`src/rtl/aes_byte_loader.sv`:
```
// aes_byte_loader: packs a byte stream into an NBYTES-wide block for the AES
// round core. The first byte received lands in the most significant lane.
//
//   state | meaning
//   ------+------------------------------------------------------------
//   FILL  | accepting bytes into lane byte_cnt; out_valid low
//   FULL  | block complete and held stable until out_ready; in_ready low
module aes_byte_loader #(
  parameter  int NBYTES = 16,
  localparam int CW     = $clog2(NBYTES + 1)
) (
  input  logic                clk,
  input  logic                rst,
  input  logic                clr,
  input  logic [7:0]          in_data,
  input  logic                in_valid,
  output logic                in_ready,
  output logic [8*NBYTES-1:0] out_block,
  output logic                out_valid,
  input  logic                out_ready,
  output logic [CW-1:0]       byte_cnt
);

  typedef enum logic {
    FILL = 1'b0,
    FULL = 1'b1
  } state_e;

  state_e              state_q, state_d;
  logic [CW-1:0]       cnt_q, cnt_d;
  logic [8*NBYTES-1:0] block_q, block_d;

  // State register: FSM state, byte count and lane storage.
  always_ff @(posedge clk or negedge rst) begin
    if (!rst) begin
      state_q <= FILL;
      cnt_q   <= '0;
      block_q <= '0;
    end else begin
      state_q <= state_d;
      cnt_q   <= cnt_d;
      block_q <= block_d;
    end
  end

  // Next-state logic: lane write and count advance in FILL, release on
  // handshake in FULL; clr wins over both so an aborted block never escapes.
  always_comb begin
    state_d = state_q;
    cnt_d   = cnt_q;
    block_d = block_q;
    case (state_q)
      FILL: begin
        if (in_valid) begin
          for (int i = 0; i < NBYTES; i++) begin
            if (cnt_q == CW'(i)) begin
              block_d[8*(NBYTES-1-i) +: 8] = in_data;
            end
          end
          cnt_d = cnt_q + CW'(1);
          if (cnt_q == CW'(NBYTES - 1)) begin
            state_d = FULL;
          end
        end
      end
      FULL: begin
        if (out_ready) begin
          state_d = FILL;
          cnt_d   = '0;
        end
      end
      default: begin
        state_d = FILL;
        cnt_d   = '0;
      end
    endcase
    if (clr) begin
      state_d = FILL;
      cnt_d   = '0;
    end
  end

  // Outputs: handshake flags decode straight from the state flop, so there is
  // no combinational path from in_valid or out_ready.
  always_comb begin
    in_ready  = (state_q == FILL);
    out_valid = (state_q == FULL);
    out_block = block_q;
    byte_cnt  = cnt_q;
  end

endmodule

```
`config.mk`:
```
export PLATFORM = sky130hd
export DESIGN_NAME = aes_byte_loader
export DESIGN_NICKNAME = d
export VERILOG_FILES = /design/src/rtl/aes_byte_loader.sv
export SDC_FILE = /design/constraint.sdc
export NUM_CORES = 1
export LEC_CHECK = 0
export CORE_ASPECT_RATIO = 0.75
export CORE_MARGIN = 3
export CORE_UTILIZATION = 49
export CTS_BUF_LIST = sky130_fd_sc_hd__clkbuf_4 sky130_fd_sc_hd__clkbuf_8
export DETAILED_ROUTE_END_ITERATION = 8
export PLACE_DENSITY_LB_ADDON = 0.12
export SLEW_MARGIN = 20
export SYNTH_ARGS = -nofsm -noshare
export SYNTH_HDL_FRONTEND = slang
export SYNTH_SLANG_ARGS = --single-unit
```
`constraint.sdc`:
```
create_clock -name clk -period 3.4 [get_ports clk]
set_input_delay 1.02 -clock clk [delete_from_list [all_inputs] [get_ports clk]]
set_output_delay 1.02 -clock clk [all_outputs]
set_load 0.1 [all_outputs]
```
==> summary.md <==
| Metric | Value |
|---|---|
| Post-layout nets | 508 |
| DRT Pass-1 Iters | 4 |
| Ports | 148 |
| Avg Cell Area, Syn | 16.0 µm² |
| Die area | 12,300 µm² |
| Sequential area share after synthesis | 62.2% |
| N_diodes | 0 |
| Power Total | 0.00465 W |
| Req. time, crit path | 3710 ps |
| Pwr dens | 658 nW/µm² |
| Reg-to-reg setup timing slack | 1380 ps |
| Detailed Route WL | 12,600 µm |
| Final ANT Viol Nets | 0 |
| Grt ovf | 0 |
| Layout cells sized above 1 | 62.5% |
| CP Class | input pin to flip-flop |
| FF-to-FF End | out_block[37]$_DFFE_PN0P_ |
| Yosys cell types | 33 |
| WP data arrival | 3030 ps |
| Clock transition at path regs | 70 ps |
| Clock buffer count from CTS | 17 |
| Number of synthesized flops with an enable pin | 0 |
| Tmin final | 2720 ps |
| Htree depth | 4 |
| Peak fanout along the critical path | 8 |
| Fin Hold WS | 508 ps |
| Fin. max-slew vios | 0 |
| Main synth FF type | dfrtp_1 |
| CP Capture Type | flip-flop |
| Crit path to | out_block[37]$_DFFE_PN0P_ |
| Total GRT Usage | 21.4% |
| Skew final | 8.65 ps |
| Root Buffer | clkbuf_8 |
| Async set-reset flop share out of synthesis | 100% |
| CTS sink cnt | 134 |
| Syn Inst Count | 337 |
| DRC errors left | 0 |
| Crit start category | input pin |
| Leading area contributor after synthesis | dfrtp_1 |
| Static leakage | 3.69 nW |
| Area grow syn2layout | 31.1% |
| Synth top cells by count | 134 x dfrtp_1, 126 x mux2_2, 8 x clkbuf_1 |
| Maxcap violations | 0 |
| Clk_lat worst skew | 430 ps |
| Row count | 32 |
| DR vias/cell | 5.25 |
| Largest net degree at the start of global routing | 71 |
| Initial antenna violation count | 0 |
| Share of the synthesized area in the top cell type | 62.2% |
| Worst setup path start | in_valid |
| Peak supply drop | 0.000514 V |
| Final hold violation count | 0 |
| Worst r2r src | out_valid$_DFF_PN0_ |
| Post-Synthesis Net Count | 355 |
| Initial Util | 51.4% |
| Die Span X | 127 µm |
| Comb power frac | 31.2% |
| Yosys warnings | 0 |
| Core ar. | 10,500 µm² |
| Unrepaired setup endpoints after global routing | no |
| Vias | 3,347 |
| Final Cycle Share | 79.9% |
| CTS tree | built |
| Worst slew margin | 45.7% |
| DP HPWL | 8740 µm |
| Internal power | 0.00281 W |
| Port Buffer Count | 147 |
| Fmax achieved | 368 MHz |
| Seq pwr share | 38.7% |
| Synthesized flop and latch total | 134 |
| Setup TNS | 0 ps |
| CTS Hold Bufs | 0 |
| Max clock buf depth | 2 |
| Fillers | 780 |
| Clock share of power | 30.1% |
| Number of gates resized after CTS | 0 |
| Switching share of power | 39.6% |
| Layout Utilization | 67.3% |
| Mapped Area | 5390 µm² |
| Die height | 96.8 µm |
| WL/cell | 19.7 µm |
| R2R depth | 3 |
| 1st-iter DRT viols | 144 |
| Count leader, synth | dfrtp_1 |
| Run status | finished, final reports clean |
| Synth top area cells | dfrtp_1 62%, mux2_2 26%, ha_1 1.2% |
| # Post-CTS Setup Buffers | 0 |
| Final setup viols | 0 |
| Global-route wire length before repair | 20,200 µm |
| Vias in the first global route | 3,608 |
| Least-Margin Pin Slew | 812 ps |
| Psw | 0.00184 W |
| RD Place Congestion | 0.812 |
| Class of the tightest hold or removal check | flip-flop to flip-flop |
through the flow:
| step | worst slack, ps | std cells | cell area, µm² |
|---|---|---|---|
| 5_1_grt | 557 | 638 | 7060 |
| 3_5_place_dp | 296 | 607 | 6640 |
| 6_report | 682 | 638 | 7060 |
| 2_1_floorplan | 663 | 337 | 5390 |
| 3_3_place_gp | 321 | 607 | 6640 |
| 4_1_cts | 742 | 638 | 7060 |
worst max-delay path, cell delays in order:
cell             delay (ps)
clkdlybuf4s50_1         710
nor2b_1                 470
nand3_1                 420
mux2_2                  410
routing by layer:
metal / vias to the layer above / global-route usage [%] / part of all wire (%)
met2: 95 / 33.8 / 48
met4: 0 / 5.85 / 1.1
met5: - / 0 / 0
li1: 1499 / - / -
met1: 1740 / 28.2 / 44
met3: 13 / 7.51 / 7.0
flip-flops by register name, indices dropped and copies added, names as in the netlist:
name,flops
out_block,128
out_valid,1
byte_cnt,5
power groups by stage:
stage                     clock, W  combinational [W]  sequential, W
after global routing       0.00151            0.00149        0.00182
after detailed placement         0            0.00146        0.00183
final                      0.00140            0.00145        0.00180
after floorplan                  0           0.000156        0.00279
after global placement           0            0.00145        0.00182
after CTS                  0.00143            0.00146        0.00180
cell usage in the layout, fill, tap and decap left out, types with 2 or more instances in the layout:
cell type	Yosys	layout
buf_4	4	137
dfrtp_1	134	134
mux2_2	126	126
clkbuf_8	0	20
clkdlybuf4s50_1	0	11
nand2_1	7	7
inv_1	5	5
ha_1	5	5
nor2_1	4	4
nand4_2	4	4
mux2i_1	4	4
nor3b_2	3	3
nand3_1	3	3
clkinvlp_4	0	3
bufinv_16	0	3
nor2b_1	2	2
a21oi_1	2	2
nand4b_4	2	2
nor3_4	2	2
mux2_4	2	2
nor2_2	2	2
nor2_4	2	2
inv_6	0	2
final cells by class:
class	instances	area, µm²	area share [%]
clock buffers	21	283	4.00
inverters	5	18.8	0.266
multi-input cells	182	1920	27.2
clock inverters	10	144	2.04
repair buffers	150	1170	16.6
flip-flops and latches	134	3350	47.5
well taps	136	170	2.41
kinds of logic after synthesis:
family          count (synthesis)  share of synthesized area, %
flops                         134                          62.2
buf+inv                        21                          2.07
compound gates                  5                         0.604
simple gates                   40                          6.29
mux                           132                          27.6
fa+ha+maj                       5                          1.16
how the worst min path moves through the flow:
stage / start / endpoint / slack [ps] / depth (start not counted)
2_1_floorplan: rst / byte_cnt[0]$_DFFE_PN0P_ / 720 / 0
4_1_cts: out_block[84]$_DFFE_PN0P_ / out_block[84]$_DFFE_PN0P_ / 510 / 1
5_1_grt: out_block[94]$_DFFE_PN0P_ / out_block[94]$_DFFE_PN0P_ / 520 / 1
3_3_place_gp: out_block[81]$_DFFE_PN0P_ / out_block[81]$_DFFE_PN0P_ / 490 / 1
3_5_place_dp: out_block[101]$_DFFE_PN0P_ / out_block[101]$_DFFE_PN0P_ / 500 / 1
6_report: out_block[84]$_DFFE_PN0P_ / out_block[84]$_DFFE_PN0P_ / 510 / 1
Note: power is estimated with default switching activity, not from simulation.
